[src/rtl/set_scanner_if.sv]
// Handshake and buffer bus between the SET problem input buffer/requester and set_scanner.
// Signal names keep the scanner's point of view (_i into the scanner, _o out of it).
interface set_scanner_if #(
  parameter int unsigned CentralSz = 24,
  parameter int unsigned RadiusSz  = 12
);
  logic                 start_i;
  logic [1:0]           mode_i;
  logic [CentralSz-1:0] central_buf_i;
  logic [RadiusSz-1:0]  r_buf_i;
  logic                 buffer_en_o;
  logic                 clear_o;
  logic                 busy_o;
  logic                 valid_o;
  logic [7:0]           candidate_o;

  modport master (
    output start_i, mode_i, central_buf_i, r_buf_i,
    input  buffer_en_o, clear_o, busy_o, valid_o, candidate_o
  );

  modport slave (
    input  start_i, mode_i, central_buf_i, r_buf_i,
    output buffer_en_o, clear_o, busy_o, valid_o, candidate_o
  );
endinterface

[src/rtl/set_scanner.sv]
// Scans the 8x8 grid one point per cycle and counts points that satisfy the selected
// membership rule over three circles A, B, C; result is presented with a one-cycle valid pulse.
module set_scanner (
  input  logic         clk_i,
  input  logic         rst_i,
  set_scanner_if.slave bus_io
);

  localparam logic [1:0] StIdle = 2'd0;
  localparam logic [1:0] StLoad = 2'd1;
  localparam logic [1:0] StScan = 2'd2;
  localparam logic [1:0] StDone = 2'd3;

  localparam logic [6:0] CntMax = 7'd64;

  logic [1:0] state_q, state_d;
  logic [1:0] mode_q,  mode_d;
  logic [6:0] cnt_q,   cnt_d;
  logic [5:0] pt_q,    pt_d;
  logic [7:0] cand_q,  cand_d;

  logic [3:0] x1, y1, x2, y2, x3, y3;
  logic [3:0] ra, rb, rc;
  logic [3:0] px, py;
  logic       in_a, in_b, in_c;
  logic       hit;
  logic [6:0] cnt_inc;

  assign x1 = bus_io.central_buf_i[23:20];
  assign y1 = bus_io.central_buf_i[19:16];
  assign x2 = bus_io.central_buf_i[15:12];
  assign y2 = bus_io.central_buf_i[11:8];
  assign x3 = bus_io.central_buf_i[7:4];
  assign y3 = bus_io.central_buf_i[3:0];
  assign ra = bus_io.r_buf_i[11:8];
  assign rb = bus_io.r_buf_i[7:4];
  assign rc = bus_io.r_buf_i[3:0];

  // Point index runs 0..63; low three bits are x-1 so x advances fastest.
  assign px = {1'b0, pt_q[2:0]} + 4'd1;
  assign py = {1'b0, pt_q[5:3]} + 4'd1;

  // 5-bit signed differences, 8-bit squares, 9-bit sum: worst case 14^2+14^2=392 fits.
  function automatic logic [8:0] dist_sq(input logic [3:0] ax, input logic [3:0] ay,
                                         input logic [3:0] cx, input logic [3:0] cy);
    logic signed [4:0] dx, dy;
    logic [4:0]        mx, my;
    logic [7:0]        sx, sy;
    dx = $signed({1'b0, ax}) - $signed({1'b0, cx});
    dy = $signed({1'b0, ay}) - $signed({1'b0, cy});
    mx = dx[4] ? $unsigned(-dx) : $unsigned(dx);
    my = dy[4] ? $unsigned(-dy) : $unsigned(dy);
    sx = {3'b000, mx} * {3'b000, mx};
    sy = {3'b000, my} * {3'b000, my};
    return {1'b0, sx} + {1'b0, sy};
  endfunction

  function automatic logic [8:0] rad_sq(input logic [3:0] r);
    logic [7:0] sq;
    sq = {4'h0, r} * {4'h0, r};
    return {1'b0, sq};
  endfunction

  assign in_a = dist_sq(px, py, x1, y1) <= rad_sq(ra);
  assign in_b = dist_sq(px, py, x2, y2) <= rad_sq(rb);
  assign in_c = dist_sq(px, py, x3, y3) <= rad_sq(rc);

  always_comb begin
    hit = 1'b0;
    unique case (mode_q)
      2'b00:   hit = in_a;
      2'b01:   hit = in_a & in_b;
      2'b10:   hit = in_a ^ in_b;
      2'b11:   hit = (in_a & in_b & ~in_c) | (in_a & ~in_b & in_c) | (~in_a & in_b & in_c);
      default: hit = 1'b0;
    endcase
  end

  // Saturating increment; 64 points can never exceed CntMax but the guard keeps it explicit.
  assign cnt_inc = (hit && (cnt_q != CntMax)) ? cnt_q + 7'd1 : cnt_q;

  always_comb begin
    state_d = state_q;
    mode_d  = mode_q;
    cnt_d   = cnt_q;
    pt_d    = pt_q;
    cand_d  = cand_q;
    unique case (state_q)
      StIdle: begin
        if (bus_io.start_i) begin
          state_d = StLoad;
          mode_d  = bus_io.mode_i;
          cnt_d   = 7'd0;
          pt_d    = 6'd0;
        end
      end
      StLoad: begin
        state_d = StScan;
      end
      StScan: begin
        cnt_d = cnt_inc;
        pt_d  = pt_q + 6'd1;
        // Result is registered on the way into DONE so it lines up with valid_o.
        if (pt_q == 6'd63) begin
          state_d = StDone;
          cand_d  = {1'b0, cnt_inc};
        end
      end
      StDone: begin
        state_d = StIdle;
      end
      default: begin
        state_d = StIdle;
      end
    endcase
  end

  always_ff @(posedge clk_i or posedge rst_i) begin
    if (rst_i) begin
      state_q <= StIdle;
      mode_q  <= 2'b00;
      cnt_q   <= 7'd0;
      pt_q    <= 6'd0;
      cand_q  <= 8'd0;
    end else begin
      state_q <= state_d;
      mode_q  <= mode_d;
      cnt_q   <= cnt_d;
      pt_q    <= pt_d;
      cand_q  <= cand_d;
    end
  end

  // rst_i gates the load strobe so it is low for the whole reset, not just after an edge.
  assign bus_io.buffer_en_o = (state_q == StIdle) && bus_io.start_i && !rst_i;
  assign bus_io.busy_o      = (state_q != StIdle);
  assign bus_io.valid_o     = (state_q == StDone);
  assign bus_io.clear_o     = (state_q != StDone);
  assign bus_io.candidate_o = cand_q;

endmodule

[src/flat_wrapper.sv]
// flat-port wrapper written by rule: the top's interface ports become plain ports
module set_scanner_flat 
  (clk_i, rst_i, bus_io_start_i, bus_io_mode_i, bus_io_central_buf_i, bus_io_r_buf_i, bus_io_buffer_en_o, bus_io_clear_o, bus_io_busy_o, bus_io_valid_o, bus_io_candidate_o);
  set_scanner_if bus_io_i ();
  input  logic clk_i;
  input  logic rst_i;
  input wire logic [$bits(bus_io_i.start_i)-1:0] bus_io_start_i;
  input wire logic [$bits(bus_io_i.mode_i)-1:0] bus_io_mode_i;
  input wire logic [$bits(bus_io_i.central_buf_i)-1:0] bus_io_central_buf_i;
  input wire logic [$bits(bus_io_i.r_buf_i)-1:0] bus_io_r_buf_i;
  output wire logic [$bits(bus_io_i.buffer_en_o)-1:0] bus_io_buffer_en_o;
  output wire logic [$bits(bus_io_i.clear_o)-1:0] bus_io_clear_o;
  output wire logic [$bits(bus_io_i.busy_o)-1:0] bus_io_busy_o;
  output wire logic [$bits(bus_io_i.valid_o)-1:0] bus_io_valid_o;
  output wire logic [$bits(bus_io_i.candidate_o)-1:0] bus_io_candidate_o;
  assign bus_io_i.start_i = bus_io_start_i;
  assign bus_io_i.mode_i = bus_io_mode_i;
  assign bus_io_i.central_buf_i = bus_io_central_buf_i;
  assign bus_io_i.r_buf_i = bus_io_r_buf_i;
  assign bus_io_buffer_en_o = bus_io_i.buffer_en_o;
  assign bus_io_clear_o = bus_io_i.clear_o;
  assign bus_io_busy_o = bus_io_i.busy_o;
  assign bus_io_valid_o = bus_io_i.valid_o;
  assign bus_io_candidate_o = bus_io_i.candidate_o;
  set_scanner u_core (.clk_i(clk_i), .rst_i(rst_i), .bus_io(bus_io_i));
endmodule
[config.mk]
export PLATFORM = sky130hd
export DESIGN_NAME = set_scanner_flat
export DESIGN_NICKNAME = d
export VERILOG_FILES = /design/src/rtl/set_scanner_if.sv /design/src/rtl/set_scanner.sv /design/src/flat_wrapper.sv
export SDC_FILE = /design/constraint.sdc
export NUM_CORES = 1
export LEC_CHECK = 0
export ABC_AREA = 1
export CAP_MARGIN = 25
export CORE_ASPECT_RATIO = 2
export CORE_MARGIN = 2
export CORE_UTILIZATION = 40
export CTS_BUF_LIST = sky130_fd_sc_hd__clkbuf_2 sky130_fd_sc_hd__clkbuf_4 sky130_fd_sc_hd__clkbuf_8
export DETAILED_ROUTE_END_ITERATION = 8
export PLACE_DENSITY = 0.66
export SYNTH_ARGS = -nofsm -noshare
export SYNTH_HDL_FRONTEND = slang
export SYNTH_SLANG_ARGS = --single-unit
[constraint.sdc]
create_clock -name clk_i -period 8.6 [get_ports clk_i]
set_input_delay 1.72 -clock clk_i [delete_from_list [all_inputs] [get_ports clk_i]]
set_output_delay 1.72 -clock clk_i [all_outputs]
set_load 0.02 [all_outputs]
# Word-level counts from Yosys, hierarchy flattened
# Index checks and enable logic that the tools add are counted.
[totals]
register_bits = 24
latch_bits = 0
ramBits = 0
rom_bits = 0
input_bits = 41
output_inout_bits = 12
elab_cells = 86
mem_count = 0
[op_classes]
add_sub_neg = 19
n_mul = 9
div_mod_pow = 0
magnitude_cmp = 3
n_eq_ne = 11
shift = 0
muxes = 15
bitwise = 12
n_reduce_logical = 12
[op_table]
columns = ["operator", "n"]
rows = [
  ["5-bit by 5-bit multiplier with 8-bit output", 6],
  ["5-bit two-way mux", 6],
  ["5-bit negator", 6],
  ["4-bit by 4-bit subtractor with 5-bit output", 6],
  ["8-bit by 8-bit adder with 9-bit output", 3],
  ["9-bit by 8-bit <= comparator with 1-bit output", 3],
  ["4-bit by 4-bit multiplier with 8-bit output", 3],
  ["7-bit two-way mux", 2],
  ["7-bit one-hot mux with 2 select lines", 1],
  ["6-bit one-hot mux with 2 select lines", 1],
  ["3-bit by 1-bit adder with 4-bit output (second input constant)", 2],
  ["2-bit == test (second input constant)", 4],
  ["2-bit one-hot mux with 4 select lines", 1],
  ["2-bit AND reduction", 4],
  ["7-bit by 1-bit adder with 7-bit output (second input constant)", 1],
  ["7-bit != test (second input constant)", 1],
  ["6-bit by 1-bit adder with 6-bit output (second input constant)", 1],
  ["1-bit bitwise AND", 6],
  ["6-bit == test (second input constant)", 1],
  ["6-bit two-way mux", 1],
  ["2-bit by 1-bit == test with 1-bit output (second input constant)", 2],
  ["2-bit logical NOT", 2],
  ["2-bit two-way mux", 2],
  ["2-bit != test (second input constant)", 2],
  ["other kinds (8)", 14],
]

# Depth between registers and ports, before layout
# Gate-level depths: netlist of run 1.
[depth]
word_depth = 16
depth_mapped = 50
ltp_nobuf = 50

# Least setup slack after synthesis of run 1
# OpenSTA, ideal clock, no wires.
[synth_timing]
path_kind = "input port to flip-flop"
from = "in bus_io_central_buf_i[16]"
to = "reg u_core.cand_q[3] (netlist: u_core.bus_io.candidate_o[3])"
setup_ns = 0.066
arrival_ns = 8.049
required_ns = 8.534
path_slack_ns = 0.485
cell_stages = 41
n_path_buf = 0
cell_sequence = "ha_1 > inv_1 > fa_1 > inv_1 > ha_1 > or2_2 > xor2_1 > inv_1 > fa_1 > fa_1 > inv_1 > fa_1 > ha_1 > nand2_1 > o21ai_1 > xnor2_1 > inv_1 > ha_1 > [5 not listed] > nand2_1 > nor4_1 > nand2_1 > nand2_2 > inv_1 > ha_1 > or2_2 > nand3_1 > nand2_1 > inv_1 > nand2_1 > nand2_1 > nand2_2 > nand2_4 > nand2_1 > nand2_1 > nand2_1 > nand2_1"
[synth_via]
elab_chain_len = 13
elab_cells_between_ends = 19
classes_between = "add/sub (3); mul (1); order compare (1); mux (3); bitwise (10); reduce/logical (1)"
[synth_lines]
columns = ["item", "line_no", "rtl"]
rows = [
  ["from (decl)", "flat_wrapper.sv:9", "input wire logic [$bits(bus_io_i.central_buf_i)-1:0] bus_io_central_buf_i;"],
  ["4-bit by 4-bit subtractor with 5-bit output (*)", "set_scanner.sv:50", "dy = $signed({1'b0, ay}) - $signed({1'b0, cy});"],
  ["5-bit negator", "set_scanner.sv:52", "my = dy[4] ? $unsigned(-dy) : $unsigned(dy);"],
  ["5-bit two-way mux (*)", "set_scanner.sv:52", ""],
  ["5-bit by 5-bit multiplier with 8-bit output (*)", "set_scanner.sv:54", "sy = {3'b000, my} * {3'b000, my};"],
  ["8-bit by 8-bit adder with 9-bit output (*)", "set_scanner.sv:55", "return {1'b0, sx} + {1'b0, sy};"],
  ["9-bit by 8-bit <= comparator with 1-bit output (*)", "set_scanner.sv:64", "assign in_a = dist_sq(px, py, x1, y1) <= rad_sq(ra);"],
  ["1-bit bitwise AND (tied with other cells)", "set_scanner.sv:72, set_scanner.sv:74", ""],
  ["1-bit bitwise AND", "set_scanner.sv:74", "2'b11: hit = (in_a & in_b & ~in_c) | (in_a & ~in_b & in_c) | (~in_a & in_b & in_c);"],
  ["1-bit OR / 1-bit bitwise AND (equally long branches)", "set_scanner.sv:74", ""],
  ["1-bit OR", "set_scanner.sv:74", ""],
  ["1-bit one-hot mux with 4 select lines (*)", "set_scanner.sv:70", "unique case (mode_q)"],
  ["1-bit logical AND (*)", "set_scanner.sv:80", "assign cnt_inc = (hit && (cnt_q != CntMax)) ? cnt_q + 7'd1 : cnt_q;"],
  ["7-bit two-way mux (*)", "set_scanner.sv:80", ""],
  ["to (signal assigned)", "set_scanner.sv:130", "cand_q <= cand_d;"],
  ["to (decl)", "set_scanner.sv:20", "logic [7:0] cand_q, cand_d;"],
]
# Every way passes the cells marked *; elsewhere a longest branch is shown, timed or not.
# A chain may end at the register's enable or synchronous reset.

# Worst setup path after layout of run 1
[layout_timing]
from = "in bus_io_central_buf_i[8]"
to = "reg u_core.cnt_q[4]"
[layout_via]
elab_chain_len = 15
elab_cells_between_ends = 20
classes_between = "add/sub (3); mul (1); order compare (1); mux (4); bitwise (10); reduce/logical (1)"
[layout_lines]
columns = ["item", "line_no", "rtl"]
rows = [
  ["4-bit by 4-bit subtractor with 5-bit output (*)", "set_scanner.sv:50", ""],
  ["5-bit negator", "set_scanner.sv:52", ""],
  ["5-bit two-way mux (*)", "set_scanner.sv:52", ""],
  ["5-bit by 5-bit multiplier with 8-bit output (*)", "set_scanner.sv:54", ""],
  ["8-bit by 8-bit adder with 9-bit output (*)", "set_scanner.sv:55", ""],
  ["9-bit by 8-bit <= comparator with 1-bit output (*)", "set_scanner.sv:65", "assign in_b = dist_sq(px, py, x2, y2) <= rad_sq(rb);"],
  ["1-bit inverter", "set_scanner.sv:74", ""],
  ["1-bit bitwise AND (2 in series)", "set_scanner.sv:74", ""],
  ["1-bit OR (2 in series)", "set_scanner.sv:74", ""],
  ["1-bit one-hot mux with 4 select lines (*)", "set_scanner.sv:70", ""],
  ["1-bit logical AND (*)", "set_scanner.sv:80", ""],
  ["7-bit two-way mux (*)", "set_scanner.sv:80", ""],
  ["7-bit one-hot mux with 2 select lines (*)", "set_scanner.sv:88", "unique case (state_q)"],
  ["to (signal assigned)", "set_scanner.sv:128", "cnt_q <= cnt_d;"],
  ["to (decl)", "set_scanner.sv:18", "logic [6:0] cnt_q, cnt_d;"],
]
# Marks and branches as above.

==> impl_results.md, run 1 <==
- Outcome: finished clean
- Syn avg cell area: between 6 and 7 µm²
- Startpoint Class: input port
- CP max-delay cell: fa_1
- GR Overflow Total: 0
- Hold_sp: u_core.bus_io.candidate_o[3]$_DFFE_PP0P_
- Antenna Nets Post-Route: 0
- Multi-input logic area: between 5000 and 6000 µm²
- GP Congestion: about 0.85
- Largest family of logic cells by synthesized area: adder cells
- Crit-path max FO: 8
- First-pass GRT wire length: 25880 µm
- EDFF count, synth: 0
- Root buffer cell: clkbuf_8
- Fmax: about 120 MHz
- Hold path depth: 2
- Post-synth top flop: dfrtp_1
- Required time worst endpoint: just under 9 ns
- Unique cell type count in the Yosys netlist: between 40 and 50
- Mux share of post-synthesis cell area: 0
- CP endpoint kind: flip-flop
- Share of layout cells above drive strength 1: 0.2549
- DP Worst Slack: -0.4454 ns
- Reg2Reg Depth: a little over 40
- Wirelength per Cell: roughly 12 µm
- Fill cells: 1564
- Io pins: between 50 and 60
- Simple-gate share of the synthesized area: 0.2290
- WL final: about 17000 µm
- Vias in the first global route: 6413
- Initial DRC Count: ~120
- Final Hold Slack: a little under 0.5 ns
- DR pass1 iterations: 4
- Area Overhead vs Synth: 37.27%
- Sink Count: 24
- TritonCTS buffer count: 3
- Clock-pin slew on the worst setup and hold paths: approximately 0.090 ns
- Storage cell area: between 600 and 700 µm²
- DP Wirelength: 13490 µm
- Adder-cell share of the synthesized area: 0.3439
- Synthesized area: roughly 6600 µm²
- FF-to-FF Start: u_core.pt_q[3]$_DFFE_PP0P_
- Initial antenna violation count: 0
- Final setup fails: 0
- Yosys top cell by area: ha_1
- Total track usage: 0.1807
- DR vias/cell: around 4.9
- R2R Setup Slk: around 0.73 ns
- Min Tclk post-route: slightly above 8 ns
- Die Span X: 94.83 µm
- Slack of the critical path: around 0.33 ns
- Tightest Hold Check Type: flip-flop to flip-flop
- Placed Cells: around 1300
- # hold bufs at CTS: 0
- Sequential element share of the synthesized area: 0.09100
- Synth async-reset ratio: 1.000
- Largest net degree at the start of global routing: 25
- Clk_lat worst skew: between 0.2 and 0.3 ns
- XOR/XNOR share of the synthesized area: 0.09782
- Worst Tran Pin Value: between 0.8 and 0.9 ns
- Most frequent cells in the layout: inv_1 (189), nand2_1 (189), buf_4 (105)
- Die area: between 15000 and 20000 µm²
- Largest stage delay on the critical path: around 0.56 ns
- H-tree Lvls: 1
- Critical path class: input port to flip-flop
- Antenna Cells: 0
- Synth Area in Compound Gates: 0.1098
- Final Hold Vio Count: 0
- Synth top area share: 0.2408
- Syn nets: 1164
- CTS max path bufs: 2
- Maximum capacitance violations: 0
- DRC viols: 0
- Synthesis Warnings: 0
- Critical Path AT: around 8.5 ns
- Core ar.: 16190 µm²
- Cells after Synth: 962
- Initial Utilization: 0.4078
- CTS tree: done
- Vias: between 6000 and 7000
- Fin cells: ~1300
- Cell mode on critical path: nand2_1
- Register bit total from synthesis: 24
- Hold EP: u_core.bus_io.candidate_o[3]$_DFFE_PP0P_
- Chip height: approximately 190 µm
- Clock Skew: 0.004123 ns
- RR Endpoint: u_core.cnt_q[4]$_DFFE_PP0P_
- Layout net count: about 1300
- IO buf count: just over 50
- Tcrit/Tclk final: 0.9616
- # rows: 66
- Slew Limit Fails: 0
- Slew HR: 0.4620
- Synth area leaders: ha_1 (24%), inv_1 (13%), nand2_1 (12%)
-- Yosys cell counts (all sizes together) (11+ instances only) --
library cell	number
inv	222
nand2	215
ha	127
nor2	85
a21oi	54
xor2	44
nand3	35
fa	34
o21ai	33
xnor2	28
dfrtp	24
nor3	11
-- per-layer routing --
| layer | vias up | GRT usage | wire (µm) |
|---|---|---|---|
| met5 | - | 0 | 0 |
| met4 | 0 | 0.06377 | 555 |
| met3 | 36 | 0.008097 | 277 |
| met2 | 86 | 0.3932 | 10160 |
| met1 | 3050 | 0.1649 | 5587 |
| li1 | 3321 | - | - |
-- registers in the layout, summed over array words and instances (netlist names) --
| register | count |
|---|---|
| u_core.cnt_q | 7 |
| u_core.bus_io.candidate_o | 7 |
| u_core.pt_q | 6 |
| u_core.mode_q | 2 |
| u_core.state_q | 2 |
-- worst max-delay path by stage --
stage / startpoint / end / slack (ns) / cells after the start
after detailed placement: bus_io_central_buf_i[16] / u_core.cnt_q[0]$_DFFE_PP0P_ / -0.45 / 44
final: bus_io_central_buf_i[8] / u_core.cnt_q[4]$_DFFE_PP0P_ / 0.33 / 40
after global routing: bus_io_central_buf_i[8] / u_core.cnt_q[4]$_DFFE_PP0P_ / -0.06 / 44
after global placement: bus_io_central_buf_i[16] / u_core.cnt_q[2]$_DFFE_PP0P_ / -0.35 / 41
after CTS: bus_io_central_buf_i[8] / u_core.bus_io.candidate_o[3]$_DFFE_PP0P_ / 0.01 / 42
after floorplan: bus_io_central_buf_i[16] / u_core.bus_io.candidate_o[3]$_DFFE_PP0P_ / 0.49 / 41
-- worst max-delay path: cells and delay by family --
family	cells	cell delay, ns
AOI/OAI and AO/OA	5	0.87
xor gates and xnor gates	3	0.46
adders and majority gates	9	3.31
buffers and inverters	6	0.50
and+or+nand+nor	17	1.57
-- logic make-up (layout without fill, tap and decap cells) --
family / Yosys count / after routing
adder cells (fa/ha/maj): 161 / 161
XOR/XNOR: 72 / 72
buffers and inverters: 224 / 388
AND/OR/NAND/NOR: 366 / 366
AO/OA/AOI/OAI: 114 / 114
other: 1 / 1
flip-flops: 24 / 24
-- final cells by class --
type                    count  area share
clock buffers               4    0.006077
flip-flops and latches     24     0.06629
inverters                 223     0.09267
multi-input cells         714      0.6541
well taps                 204     0.02817
repair buffers            161      0.1527
-- timing repair --
action,4_1_cts,5_1_grt
endpoints found under the setup margin,14,14
resized for setup,11,185
setup buffers,1,21
pin swaps,3,132
-- metrics by stage --
step	setup TNS [ns]	utilization	instance area, µm²
floorplan	0	-	6600
global route	-0.4810	0.5598	9060
global placement	-4.814	0.4950	8011
CTS	0	0.5039	8157
detailed placement	-6.053	0.4950	8011
finish	0	0.5598	9060
Power of run 1 is left out: the tool's default activity adds up to more than one toggle a clock period on the data nets, which glitch-free logic cannot reach.
==> inputs of run 2 (changes only) <==
--- a/config.mk
+++ b/config.mk
@@ -6,9 +6,9 @@
 export NUM_CORES = 1
 export LEC_CHECK = 0
 export ABC_AREA = 1
-export CAP_MARGIN = 25
+export CAP_MARGIN = 20
 export CORE_ASPECT_RATIO = 2
-export CORE_MARGIN = 2
+export CORE_MARGIN = 10
 export CORE_UTILIZATION = 40
 export CTS_BUF_LIST = sky130_fd_sc_hd__clkbuf_2 sky130_fd_sc_hd__clkbuf_4 sky130_fd_sc_hd__clkbuf_8
 export DETAILED_ROUTE_END_ITERATION = 8
@@ -16,3 +16,4 @@
 export SYNTH_ARGS = -nofsm -noshare
 export SYNTH_HDL_FRONTEND = slang
 export SYNTH_SLANG_ARGS = --single-unit
+export TNS_END_PERCENT = 5
==> run 2 against run 1 <==
Against the previous run: highest routed layer unchanged; critical path depth increased by 4; fmax shrank 0.50%; die area rose by 27%; clock-buffer cell count did not move; cell count decreased by 0.60%; flip-flop and latch count unchanged; worst hold slack improved by 0.0025 ns.
==> impl_results.md, run 2 (synthesis gave the netlist of run 1 again) <==
- WP buf/inv: 10 (+4)
- Io pins: 53 (unchanged)
- Maximum capacitance violations: 0 (unchanged)
- H-tree Lvls: 1 (unchanged)
- Worst Tran Pin Value: 0.6774 ns (-0.1268 ns)
- Area Overhead vs Synth: 33.76%
- Largest stage delay on the critical path: 0.54 ns (-0.02 ns)
- Slack of the critical path: 0.2892 ns (-0.04124 ns)
- WL final: 16750 µm (+0.99%)
- CP max-delay cell: fa_1
- Vias: 6433 (-0.92%)
- Clock-pin slew on the worst setup and hold paths: 0.09 ns (about the same)
- DRC viols: 0 (unchanged)
- Most frequent cells in the layout: inv_1 (196), nand2_1 (196), ha_1 (100), buf_4 (100), nor2_1 (73)
- Fin cells: 1322 (-0.60%)
- DR vias/cell: 4.866 (-0.32%)
- Initial DRC Count: 155 (+35%)
- Chip height: 201.7 µm (+8.6%)
- Root buffer cell: clkbuf_8
- Antenna Nets Post-Route: 0 (unchanged)
- Tcrit/Tclk final: 0.9664 (+0.004795)
- DR pass1 iterations: 4 (unchanged)
- Min Tclk post-route: 8.311 ns (+0.04124 ns)
- Initial Utilization: 0.4057 (-0.002070)
- Critical Path AT: 8.53 ns (+0.08 ns)
- GR Overflow Total: 0 (unchanged)
- Layout net count: 1321 (-0.60%)
- Antenna Cells: 0 (unchanged)
- Final Hold Slack: 0.4906 ns (+0.002511 ns)
- TritonCTS buffer count: 3 (unchanged)
- Total track usage: 0.1383 (-0.04237)
- Slew Limit Fails: 0 (unchanged)
- Slew HR: 0.5467 (+0.08468)
- Wirelength per Cell: 12.67 µm (+1.6%)
- Placed Cells: 1301 (-0.15%)
- Fmax: 120.3 MHz (-0.50%)
- Final setup fails: 0 (unchanged)
- Fill cells: 1560 (-0.26%)
- Startpoint Class: input port
- CTS tree: done
- Storage cell area: 600.6 µm² (unchanged)
- Multi-input logic area: 5769 µm² (-2.6%)
- CTS max path bufs: 2 (unchanged)
- Crit-path max FO: 8 (unchanged)
- CP endpoint kind: flip-flop
- GP Congestion: 0.8350 (-1.8%)
- # rows: 66 (unchanged)
- Crit path max-delay family: adder cells
- Die Span X: 110.8 µm (+17%)
- Critical path class: input port to flip-flop
- RSZ-0062 raised after global routing: true
- Clk_lat worst skew: 0.27 ns (about the same)
- # hold bufs at CTS: 0 (unchanged)
- Outcome: finished clean
- Required time worst endpoint: 8.82 ns (+0.04 ns)
- Share of layout cells above drive strength 1: 0.2290 (-0.02590)
- Initial antenna violation count: 0 (unchanged)
- Sink Count: 24 (unchanged)
- IO buf count: 51 (unchanged)
- Clock Skew: 0.003560 ns (-0.0005638 ns)
- DP Worst Slack: -0.4672 ns (-0.02187 ns)
- Vias in the first global route: 6461 (+0.75%)
- Cell mode on critical path: inv_1
- Largest net degree at the start of global routing: 25 (unchanged)
- Core ar.: 16270 µm² (+0.51%)
- First-pass GRT wire length: 27150 µm (+4.9%)
- Tightest Hold Check Type: flip-flop to flip-flop
- DP Wirelength: 13950 µm (+3.5%)
- Final Hold Vio Count: 0 (unchanged)
- Die area: 22350 µm² (+27%)
==> run 2: cell types whose count changed in the layout (fill, tap and decap cells not counted), sizes merged <==
cell | before | now
clkdlybuf4s50 | 37 | 39
dlygate4sd2 | 0 | 1
dlymetal6s2s | 12 | 9
buf | 110 | 102
==> run 2: timing repair <==
item / in CTS / in global routing
resized for setup: 17 / 140
endpoints found under the setup margin: 14 / 14
setup buffers: 0 / 17
pin swaps: 10 / 132
==> run 2: cell type report <==
cell class,instances,area share
Timing Repair Buffer,153,0.1485
Inverter,223,0.09481
Clock buffer,4,0.006236
Sequential cell,24,0.06803
Tap cell,204,0.02891
Multi-Input combinational cell,714,0.6535
==> run 2: layer usage <==
layer	track usage	wire (µm)
met5	0	0
met4	0.04766	524
met3	0.01162	346
met2	0.2936	10040
met1	0.1288	5838
==> run 2: per-stage QoR <==
stage	util	area, µm²	setup TNS [ns]
2_1_floorplan	-	6600	0
3_3_place_gp	0.4915	7996	-5.155
3_5_place_dp	0.4915	7996	-6.351
4_1_cts	0.5007	8145	0
5_1_grt	0.5427	8828	-0.9799
6_report	0.5427	8828	0
==> run 2: final timing paths <==
path                                                               start                                        to  slack [ns]  cells past startpoint
worst max-delay path                            bus_io_central_buf_i[22]               u_core.cnt_q[5]$_DFFE_PP0P_        0.29                     44
worst min-delay path            u_core.bus_io.candidate_o[0]$_DFFE_PP0P_  u_core.bus_io.candidate_o[0]$_DFFE_PP0P_        0.49                      2
worst max register to register                u_core.pt_q[3]$_DFFE_PP0P_               u_core.cnt_q[5]$_DFFE_PP0P_        0.84                     45
worst min register to register  u_core.bus_io.candidate_o[0]$_DFFE_PP0P_  u_core.bus_io.candidate_o[0]$_DFFE_PP0P_        0.49                      2
max in group asynchronous                                          rst_i                u_core.pt_q[4]$_DFFE_PP0P_        6.44                      3
min in group asynchronous                                          rst_i  u_core.bus_io.candidate_o[3]$_DFFE_PP0P_        1.74                      2
==> run 2: worst reg2reg max path, delay by kind of cell, from the launching register on <==
family / cells / cell delay [ns]
buf+inv: 7 / 0.47
simple gates: 22 / 2.57
flops: 1 / 0.50
fa+ha+maj: 9 / 3.10
xor+xnor: 3 / 0.46
compound gates: 4 / 0.56
Power of run 2 is left out for the same reason.
